--- src/rtl/tpu_instr_dispatch.sv ---
// MPU-side dispatcher: streams a header word and then a thread program from
// instruction memory into a TPU request/nack/term port, retrying nacked words.
module tpu_instr_dispatch #(
  parameter int unsigned WIDTH_INSTR = 64,
  parameter int unsigned WIDTH_ID    = 8,
  parameter int unsigned WIDTH_ADDR  = 10,
  parameter int unsigned NACK_LIMIT  = 255
) (
  input  logic                   clock,
  input  logic                   reset,
  input  logic                   I_Start,
  input  logic [WIDTH_ID-1:0]    I_ThreadID,
  input  logic [WIDTH_ADDR-1:0]  I_Base_Addr,
  input  logic [WIDTH_ADDR-1:0]  I_Length,
  input  logic                   I_Abort,
  output logic                   O_IMem_Re,
  output logic [WIDTH_ADDR-1:0]  O_IMem_Addr,
  input  logic [WIDTH_INSTR-1:0] I_IMem_Data,
  output logic                   O_En_Exe,
  output logic                   O_Req,
  output logic [WIDTH_INSTR-1:0] O_Instr,
  input  logic                   I_Nack,
  input  logic                   I_Term,
  output logic                   O_Busy,
  output logic                   O_Done,
  output logic                   O_Error
);

  localparam int unsigned WIDTH_NACK = $clog2(NACK_LIMIT + 1);
  localparam int unsigned WIDTH_PAD  = WIDTH_INSTR - 1;

  typedef enum logic [2:0] {
    ST_IDLE,
    ST_HDR,
    ST_FETCH,
    ST_LOAD,
    ST_SEND,
    ST_WAIT_TERM
  } state_t;

  state_t                  state_q, state_d;
  logic [WIDTH_ADDR-1:0]   remain_q, remain_d;
  logic [WIDTH_NACK-1:0]   nack_q, nack_d, nack_inc;
  logic [WIDTH_ADDR-1:0]   addr_d;
  logic [WIDTH_INSTR-1:0]  instr_d;
  logic                    re_d, en_d, req_d, busy_d, done_d, err_d;
  logic                    to_idle;

  // O_IMem_Addr doubles as the running program address
  always_ff @(posedge clock or negedge reset) begin
    if (!reset) begin
      state_q     <= ST_IDLE;
      remain_q    <= '0;
      nack_q      <= '0;
      O_IMem_Re   <= 1'b0;
      O_IMem_Addr <= '0;
      O_En_Exe    <= 1'b0;
      O_Req       <= 1'b0;
      O_Instr     <= '0;
      O_Busy      <= 1'b0;
      O_Done      <= 1'b0;
      O_Error     <= 1'b0;
    end else begin
      state_q     <= state_d;
      remain_q    <= remain_d;
      nack_q      <= nack_d;
      O_IMem_Re   <= re_d;
      O_IMem_Addr <= addr_d;
      O_En_Exe    <= en_d;
      O_Req       <= req_d;
      O_Instr     <= instr_d;
      O_Busy      <= busy_d;
      O_Done      <= done_d;
      O_Error     <= err_d;
    end
  end

  always_comb begin
    state_d  = state_q;
    remain_d = remain_q;
    nack_d   = nack_q;
    addr_d   = O_IMem_Addr;
    instr_d  = O_Instr;
    re_d     = 1'b0;
    en_d     = O_En_Exe;
    req_d    = O_Req;
    busy_d   = O_Busy;
    done_d   = 1'b0;
    err_d    = O_Error;
    to_idle  = 1'b0;
    nack_inc = nack_q + WIDTH_NACK'(1);

    // Abort beats a same-cycle termination; early termination is an error
    if (state_q != ST_IDLE && I_Abort) begin
      to_idle = 1'b1;
    end else if (state_q inside {ST_HDR, ST_FETCH, ST_LOAD, ST_SEND} && I_Term) begin
      to_idle = 1'b1;
      err_d   = 1'b1;
    end else begin
      unique case (state_q)
        ST_IDLE: begin
          if (I_Start) begin
            state_d  = ST_HDR;
            remain_d = I_Length;
            addr_d   = I_Base_Addr;
            nack_d   = '0;
            instr_d  = {1'b1, WIDTH_PAD'(I_ThreadID)};
            req_d    = 1'b1;
            en_d     = 1'b1;
            busy_d   = 1'b1;
            err_d    = 1'b0;
          end
        end
        ST_HDR, ST_SEND: begin
          if (I_Nack) begin
            if (nack_inc == WIDTH_NACK'(NACK_LIMIT)) begin
              to_idle = 1'b1;
              err_d   = 1'b1;
            end else begin
              nack_d = nack_inc;
            end
          end else begin
            nack_d = '0;
            req_d  = 1'b0;
            if (state_q == ST_SEND) begin
              remain_d = remain_q - WIDTH_ADDR'(1);
              addr_d   = O_IMem_Addr + WIDTH_ADDR'(1);
            end
            if (remain_d != '0) begin
              state_d = ST_FETCH;
              re_d    = 1'b1;
            end else begin
              state_d = ST_WAIT_TERM;
            end
          end
        end
        ST_FETCH: state_d = ST_LOAD;
        ST_LOAD: begin
          instr_d = I_IMem_Data;
          req_d   = 1'b1;
          state_d = ST_SEND;
        end
        ST_WAIT_TERM: begin
          if (I_Term) begin
            done_d  = 1'b1;
            to_idle = 1'b1;
          end
        end
        default: to_idle = 1'b1;
      endcase
    end

    if (to_idle) begin
      state_d = ST_IDLE;
      nack_d  = '0;
      re_d    = 1'b0;
      req_d   = 1'b0;
      en_d    = 1'b0;
      busy_d  = 1'b0;
    end
  end

endmodule

--- config.mk ---
export PLATFORM = sky130hd
export DESIGN_NAME = tpu_instr_dispatch
export DESIGN_NICKNAME = d
export VERILOG_FILES = /design/src/rtl/tpu_instr_dispatch.sv
export SDC_FILE = /design/constraint.sdc
export NUM_CORES = 1
export LEC_CHECK = 0
export BUFFER_PORTS_ARGS = -buffer_cell sky130_fd_sc_hd__clkbuf_2
export CAP_MARGIN = 15
export CORE_MARGIN = 4
export CORE_UTILIZATION = 29
export CTS_CLUSTER_SIZE = 14
export DETAILED_ROUTE_END_ITERATION = 6
export GPL_TIMING_DRIVEN = 0
export PLACE_DENSITY_LB_ADDON = 0.25
export SYNTH_ARGS = -nofsm -noshare
export SYNTH_HDL_FRONTEND = slang
export SYNTH_SLANG_ARGS = --single-unit
--- constraint.sdc ---
create_clock -name clock -period 1.97 [get_ports clock]
set_clock_uncertainty 0.1 [all_clocks]
set_input_delay 0.0985 -clock clock [delete_from_list [all_inputs] [get_ports clock]]
set_output_delay 0.0985 -clock clock [all_outputs]
set_load 0.05 [all_outputs]
# Yosys cells after proc, flatten, opt, wreduce, memory -nomap -nowiden
# Index checks and enable logic that the tools add are counted.
# word_totals
reg_bits	100
input_bits	98
out_inout_bits	80
wordCells	114
# op_classes
n_addsub	3
eq_ne	17
muxes	58
n_bitwise	2
n_reduce_logical	24
# op_table
cell	count
64-bit one-hot mux with 2 select lines	1
10-bit two-way mux	10
64-bit two-way mux	1
8-bit two-way mux	6
10-bit one-hot mux with 2 select lines	2
1-bit two-way mux	27
5-bit AND reduction	5
3-bit two-way mux	6
8-bit one-hot mux with 2 select lines	1
3-bit != test, second input constant	5
3-bit one-hot mux with 4 select lines	1
10-bit by 1-bit adder with 10-bit output, second input constant	1
2-bit != test, second input constant	5
10-bit nonzero test	1
10-bit by 1-bit subtractor with 10-bit output, second input constant	1
3-bit nonzero test	3
8-bit by 1-bit adder with 8-bit output, second input constant	1
8-bit == test, second input constant	1
4-bit AND reduction	2
2-bit nonzero test	4
4-bit nonzero test	2
3-bit by 2-bit == test with 1-bit output, second input constant	2
3-bit == test, second input constant	2
1-bit one-hot mux with 3 select lines	2
other kinds (10)	12

# Logic depth before layout (Yosys ltp)
# Gate-level depths: netlist (run 1).
# depth
word_depth	13
mapped_depth	8
mapped_depth_nobuf	7

# Worst setup path after synthesis (run 1)
# OpenSTA, ideal clock, no wires.
# synth_path
path_type	flip-flop to flip-flop
from	register state_q[1]
to	register state_q[2]
setup_time_ps	94
t_arrival_ps	1824
required_time_ps	1776
setup_slack_ps	-48
stages_incl_launch_ff	7
path_buffers	1
path_cell_list	dfrtp_1 buf_4 nor3b_4 nand3_1 a2111oi_4 o2111ai_1 a221oi_2
# synth_between
elab_chain_len	13
word_cells_on_any_way	33
cone_classes	eq/ne: 9; mux: 14; reduce/logical: 10
# synth_lines
item	line	rtl
start: declaration	41	state_t state_q, state_d;
start signal: assignment	64	state_q <= state_d;
3-bit == test	96, 100, 125	
10-bit two-way mux	125	if (state_q == ST_SEND) begin
10-bit two-way mux	115	if (I_Nack) begin
10-bit two-way mux	100	unique case (state_q)
10-bit two-way mux	96	end else if (state_q inside {ST_HDR, ST_FETCH, ST_LOAD, ST_SEND} && I_Term) begin
10-bit two-way mux	94	if (state_q != ST_IDLE && I_Abort) begin
10-bit nonzero test	129	if (remain_d != '0) begin
3-bit two-way mux	129	
3-bit two-way mux	115	
3-bit one-hot mux with 4 select lines	100	
3-bit two-way mux	96	
3-bit two-way mux	94	
3-bit two-way mux	153	if (to_idle) begin
# Parallel ways exist; a longest one is shown, timed or not. The select of a mux whose other input is x is not followed.
# A chain may end at the register's enable or synchronous reset.

# Worst setup path after layout (run 1)
# layout_path
from	register state_q[0]
to	register state_q[0]
# Same word-level chain as after synthesis.

==> results of run 1 <==
## routing by layer
layer  GRT usage  vias up  wire length (microns)
met5           0        -                      0
met2       0.296      193                   8520
met3      0.0355       37                    856
met1       0.213     2516                   7140
li1            -     2385                      -
met4      0.0661        0                    487
## report_power, final
group          internal, mW  total (mW)  switching [mW]
clock                 0.993        1.82           0.828
combinational          2.55        6.05            3.50
sequential             2.51        2.94           0.429
total                  6.05        10.8            4.75
## per-stage QoR
step / setup WS, ns / TNS, ns / std cells / hold WS [ns]
finish: -0.213 / -7.84 / 1020 / -0.00777
global route: -0.297 / -12.43 / 1019 / 0.0208
CTS: -0.177 / -3.44 / 996 / 0.00548
detailed placement: -0.463 / -34.54 / 858 / 0.152
global placement: -0.712 / -101.97 / 858 / 0.218
floorplan: 0.00607 / 0 / 466 / -0.297
## worst min path at each step
stage / from / to / slack, ns / cells past startpoint
floorplan: reset / O_Busy / -0.30 / 0
global placement: I_IMem_Data[30] / O_Instr[30] / 0.22 / 2
detailed placement: reset / remain_q[2] / 0.15 / 1
CTS: I_ThreadID[6] / O_Instr[6] / 0.005 / 4
global route: I_IMem_Data[3] / O_Instr[3] / 0.02 / 4
finish: I_Base_Addr[2] / O_IMem_Addr[2] / -0.008 / 3
## layout by cell type, fill, tap and decap left out, types with 3 or more instances in the layout
| cell type | netlist | routed |
|---|---|---|
| nand2_2 | 0 | 3 |
| clkbuf_16 | 0 | 15 |
| nor2_1 | 19 | 18 |
| inv_1 | 14 | 12 |
| buf_4 | 4 | 33 |
| o21ai_4 | 0 | 3 |
| o21ai_2 | 1 | 4 |
| a31oi_1 | 11 | 9 |
| clkbuf_2 | 0 | 178 |
| a22oi_1 | 5 | 3 |
| o22ai_2 | 0 | 3 |
| nor3_2 | 1 | 3 |
| a22o_1 | 56 | 56 |
| or2_2 | 3 | 3 |
| buf_8 | 0 | 9 |
| mux2_4 | 0 | 6 |
| dlygate4sd3_1 | 0 | 89 |
| o21ai_0 | 32 | 23 |
| dfrtp_1 | 100 | 99 |
| nand3_2 | 0 | 4 |
| nor2b_1 | 6 | 5 |
| nand3_1 | 16 | 12 |
| or3_1 | 3 | 3 |
| o21ai_1 | 2 | 6 |
| nor3_1 | 9 | 5 |
| and3_4 | 0 | 3 |
| buf_6 | 1 | 28 |
| clkbuf_1 | 18 | 3 |
| mux2i_1 | 3 | 3 |
| nand2_1 | 58 | 53 |
| nand4_1 | 3 | 3 |
| and3_1 | 6 | 3 |
| a21oi_1 | 26 | 22 |
| a21o_1 | 5 | 5 |
## critical path: stages (launching register included)
cell and delay [ns]:
dfrtp_1 0.43, buf_6 0.16, nor3b_4 0.33, nand3_2 0.17
a2111oi_4 0.40, o2111ai_1 0.16, a311oi_1 0.33
## area by class of cell
cell class,count,share of cell area
Antenna cell,1,0.000303
Timing Repair Buffer,323,0.293
Buffer,28,0.0357
Clock inverter,7,0.00894
Sequential cell,100,0.303
Inverter,14,0.00666
Multi-Input combinational cell,322,0.292
Clock buffer,9,0.0273
Tap cell,216,0.0327
## flip-flops by register name, indices dropped and copies added, names as in the netlist
signal and cells:
O_Busy 1, O_Done 1, O_Error 1, O_IMem_Addr 10, O_IMem_Re 1, O_Instr 64
O_Req 1, nack_q 8, remain_q 10, state_q 3
## logic make-up (layout without fill, tap and decap cells)
logic type,after synthesis,count (layout),share of synthesized area
flops,100,100,0.524
other cells,0,1,0
simple gates,137,137,0.142
fa+ha+maj,5,5,0.0126
xor+xnor,4,4,0.00734
mux,11,11,0.0251
compound gates,164,165,0.247
buf+inv,45,381,0.0422
## cells in the mapped netlist, types with 3 or more instances
master	number	share of area
a21o_1	5	0.0079
a21oi_1	26	0.027
a22o_1	56	0.10
a22oi_1	5	0.0079
a31oi_1	11	0.014
and2_1	4	0.0052
and3_1	6	0.0079
buf_2	8	0.0084
buf_4	4	0.0063
clkbuf_1	18	0.014
dfrtp_1	100	0.52
ha_1	4	0.010
inv_1	14	0.011
mux2_2	8	0.019
mux2i_1	3	0.0063
nand2_1	58	0.046
nand3_1	16	0.017
nand4_1	3	0.0039
nor2_1	19	0.015
nor2b_1	6	0.0079
nor3_1	9	0.0094
o2111ai_1	3	0.0055
o21ai_0	32	0.034
o22ai_1	5	0.0065
or2_2	3	0.0039
or3_1	3	0.0039
xnor2_1	3	0.0055
## what timing repair did
action | in CTS | in global routing
resized for setup | 83 | 86
endpoints found under the setup margin | 98 | 98
pin swaps | 64 | 38
gates cloned | 3 | 7
hold endpoints to repair | 182 | 0
buffers inserted | 32 | 21
hold buffers | 89 | 0
==> metrics.csv, run 1 <==
stage;metric;value;unit
power;ir_drop;0.00117;V
placement;dp_hpwl;10.5;mm
setup_path;worstRegToRegCells;6;
route;wl_per_cell;16.7;microns
route;via_count;5131;
outcome;outcome;finished with violations;
clock_tree;cts_tree;done;
timing;hold_viol;1;
route;wl;17.0;mm
placement;gp_congestion;0.838;
cells_and_area;fillers;1436;
clock_tree;root_buffer;clkbuf_16;
synth;syn_nets;568;
timing;period_minus_slack;2.18;ns
die;core_area;16000;sq um
placement;port_buffers;176;
timing;slew_headroom;0.398;
global_route;antenna_found_initial;0;
cells_and_area;layout.nets;900;
die;die_h;136;microns
cells_and_area;seq_area;2500;sq um
power;p_leak;4.00;nW
setup_path;r2r_slack;-0.21;ns
synth;synth.avg_cell_area;10.3;sq um
setup_path;end_kind;flop;
timing;finalSetupViolations;86;
synth;ys_async_sr_fraction;1.00;
cells_and_area;area_delta_synth_final;72.9;%
timing;drv_slew;0;
route;dr.pass1.iters;5;
synth;yosysSeqAreaShare;0.524;
route;post-route-drc-count;0;
setup_path;cp-endpoint;state_q[0];
global_route;grt_overflow;0;
setup_path;crit_fanout;5;
die;rows;46;
placement;placed_cell_area;5950;sq um
global_route;grt_usage;0.172;
cells_and_area;final_cell_area;8260;sq um
route;drtIter0Drc;208;
route;ant_nets;0;
setup_path;reg2reg_to;state_q[0];
route;viasPerCell;5.03;
synth;syn_area;4780;sq um
setup_path;timing.rr.start;state_q[0];
synth;ys_types;52;
timing;fin_crit_sh;1.11;
timing;setup_ws;-0.213;ns
clock_tree;cts_buffers;9;
min_path;hp-class;in -> reg;
synth;ys_warn_count;0;
run;cap_violations;0;
timing;rsz0062_at_grt;true;
cells_and_area;final_util;0.516;
outcome;violations;hold timing, setup timing;
timing;worst_slew_pin_slew;0.903;ns
power;power_density;1310;nW/um^2
clock_tree;cts.reportedPaths.clkPinSlew;0.07;ns
clock_tree;cts.sinks;100;
clock_tree;clk_path_buf_depth;2;
cells_and_area;multiInputGateArea;2410;sq um
global_route;grt_pass1_vias;5171;
die;initial_core_util;0.299;
synth;synthFlopType;dfrtp_1;
timing;hold_ws;-0.00777;ns
die;dieArea;18600;sq um
setup_path;worstSetupPathType;reg -> reg;
setup_path;worstPathRequired;2.11;ns
setup_path;start_kind;flop;
global_route;grt_pass1_wl;25.6;mm
synth;syn_inst;466;
die;io_pins;178;
clock_tree;insertion_delay;0.35;ns
synth;synth_edf_count;0;
power;power;10.8;mW
cells_and_area;drive_gt1_frac;0.428;
setup_path;cp.arrival;2.32;ns
setup_path;cp-startpoint;state_q[0];
die;die_w;136;microns
synth;synth_seq_cells;100;
global_route;grt_max_degree;101;
timing;fmax;0.458;GHz
clock_tree;cts-htree-levels;3;
(Power assumes the default switching activity.)
==> run 2, diff against run 1 <==
REMOVE_ABC_BUFFERS = 1   (was not set)
==> run 2 against run 1 <==
  * The flow finishes with violations (setup timing)
  * Sequential share of layout area up 1.1 points
  * Cell area shrank 3.1%
  * Worst setup slack better by 0.098 ns
  * Largest cell class is now registers
  * Worst hold slack improved by 0.054 ns
  * Wire length is 0.96% higher
  * Non-clock buffer count shrank 30
  * First-iteration DRC count is 16% lower
  * Maximum frequency increased by 4.7%
==> metrics.csv, run 2 (same netlist as run 1, synthesis figures left out) <==
stage;metric;value;unit;change
cells_and_area;seq_area;2510;sq um;was 2500 sq um
clock_tree;cts_buffers;9;;unchanged
route;via_count;5006;;was 5131
setup_path;worstPathRequired;2.10;ns;was 2.11 ns
outcome;outcome;finished with violations;;unchanged
power;power_density;1280;nW/um^2;was 1310 nW/um^2
power;ir_drop;0.000861;V;was 0.00117 V
placement;dpl_worst_slack;-1.53;ns;was -0.463 ns
clock_tree;cts.sinks;100;;unchanged
setup_path;worstSetupPathType;reg -> reg;;unchanged
setup_path;start_kind;flop;;unchanged
global_route;grt_busiest_layer;met2;;unchanged
power;p_leak;3.85;nW;was 4.00 nW
route;drtIter0Drc;175;;was 208
clock_tree;clk_path_buf_depth;2;;unchanged
setup_path;cp.arrival;2.21;ns;was 2.32 ns
min_path;hp-class;in -> reg;;unchanged
setup_path;crit_fanout;8;;was 5
timing;worst_slew_pin_slew;0.603;ns;was 0.903 ns
placement;place_inst;832;;was 858
cells_and_area;final_cells;996;;was 1020
run;cap_violations;0;;unchanged
die;rows;46;;unchanged
die;die_w;136;microns;unchanged
cells_and_area;area_delta_synth_final;67.6;%;was 72.9%
route;ant_nets;0;;unchanged
global_route;grtUsageMet3;0.0300;;was 0.0355
timing;finalSetupViolations;63;;was 86
global_route;antenna_found_initial;0;;unchanged
timing;period_minus_slack;2.08;ns;was 2.18 ns
cells_and_area;final_util;0.500;;was 0.516
setup_path;end_kind;flop;;unchanged
global_route;grtUsageMet2;0.305;;was 0.296
global_route;grt_overflow;0;;unchanged
timing;fmax;0.480;GHz;was 0.458 GHz
die;die_h;136;microns;unchanged
placement;dp_hpwl;9.95;mm;was 10.5 mm
timing;rsz0062_at_grt;true;;unchanged
clock_tree;root_buffer;clkbuf_16;;unchanged
clock_tree;cts-htree-levels;3;;unchanged
clock_tree;cts.reportedPaths.clkPinSlew;0.07;ns;about the same
cells_and_area;final_common_cell;clkbuf_2;;unchanged
global_route;grt_usage;0.173;;was 0.172
cells_and_area;layout.nets;876;;was 900
cells_and_area;regMostFlops;O_Instr;;unchanged
route;wl;17.2;mm;was 17.0 mm
route;viasPerCell;5.03;;about the same
route;post-route-drc-count;0;;unchanged
global_route;grt_pass1_wl;25.7;mm;was 25.6 mm
die;dieArea;18600;sq um;unchanged
cells_and_area;top_regs;O_Instr: 64 flops, O_IMem_Addr: 10 flops, remain_q: 10 flops;;unchanged
cells_and_area;multiInputGateArea;2480;sq um;was 2410 sq um
timing;slew_headroom;0.598;;was 0.398
route;dr.pass1.iters;4;;was 5
global_route;grt_pass1_vias;5039;;was 5171
timing;fin_crit_sh;1.06;;was 1.11
timing;hold_viol;0;;was 1
global_route;grt_max_degree;64;;was 101
timing;setup_ws;-0.115;ns;was -0.213 ns
die;initial_core_util;0.299;;unchanged
placement;gp_congestion;0.819;;was 0.838
outcome;violations;setup timing;;was hold timing, setup timing
cells_and_area;most-common-layout-cells;clkbuf_2, dfrtp_1, dlygate4sd3_1, a22o_1, nand2_1;;unchanged
die;io_pins;178;;unchanged
clock_tree;cts_tree;done;;unchanged
die;core_area;16000;sq um;unchanged
clock_tree;insertion_delay;0.35;ns;about the same
timing;drv_slew;0;;unchanged
route;wl_per_cell;17.2;microns;was 16.7 microns
global_route;use_met1;0.212;;was 0.213
placement;port_buffers;177;;was 176
cells_and_area;fillers;1449;;was 1436
cells_and_area;largest_reg_flops;64;;unchanged
cells_and_area;drive_gt1_frac;0.411;;was 0.428
==> run 2: power by group <==
| part | switching, mW | internal (mW) | leakage [nW] | total, mW |
|---|---|---|---|---|
| Sequential | 0.472 | 2.52 | 1.30 | 2.99 |
| Combinational | 3.39 | 2.09 | 2.40 | 5.48 |
| Clock | 0.879 | 0.892 | 0.145 | 1.77 |
| Total | 4.74 | 5.50 | 3.85 | 10.2 |
==> run 2: area by class of cell <==
type / instances / share of cell area
diodes: 1 / 0.000313
multi-input cells: 328 / 0.310
well taps: 216 / 0.0338
clock inverters: 7 / 0.00844
flip-flops and latches: 100 / 0.314
inverters: 14 / 0.00656
clock buffers: 9 / 0.0281
repair buffers: 321 / 0.299
==> run 2: critical path, cell delays in order, from the launching register on <==
cell and delay [ns]:
dfrtp_4 0.49, buf_6 0.13, nor2_4 0.04, maj3_2 0.33
o21ai_4 0.19, o21ai_4 0.18, buf_12 0.19, mux2_4 0.30
==> run 2: what timing repair did <==
action,4_1_cts,5_1_grt
endpoints found under the setup margin,99,94
cloned,7,6
pin swaps,15,31
gates resized for setup,59,40
hold endpoints to repair,120,0
setup buffers,35,8
hold buffers,91,0
==> run 2: final timing paths <==
path                                from     endpoint  slack, ns  cells after the start
setup / recovery              state_q[1]   O_Instr[7]      -0.11                      7
hold / removal             I_ThreadID[3]   O_Instr[3]       0.05                      4
setup reg to reg              state_q[1]   O_Instr[7]      -0.11                      7
hold reg to reg              O_Instr[55]  O_Instr[55]       0.41                      1
max in group asynchronous          reset  O_Instr[22]       0.86                      3
min in group asynchronous          reset  remain_q[4]       0.21                      2
==> run 2: metrics by stage <==
stage	area [sq um]	hold WS (ns)	setup TNS (ns)	total power, mW
6_report	8010	0.0461	-3.77	10.2
2_1_floorplan	4630	-0.297	-106.25	5.75
4_1_cts	7670	0.00426	-0.688	9.90
3_3_place_gp	5780	0.218	-271.53	6.68
3_5_place_dp	5890	0.0550	-114.60	6.93
5_1_grt	8000	0.0501	-6.95	10.8
==> run 2: metal layers <==
layer	up-vias	share of wire
met5	-	0
met4	0	0.018
met3	21	0.045
met2	162	0.53
met1	2474	0.41
li1	2349	-
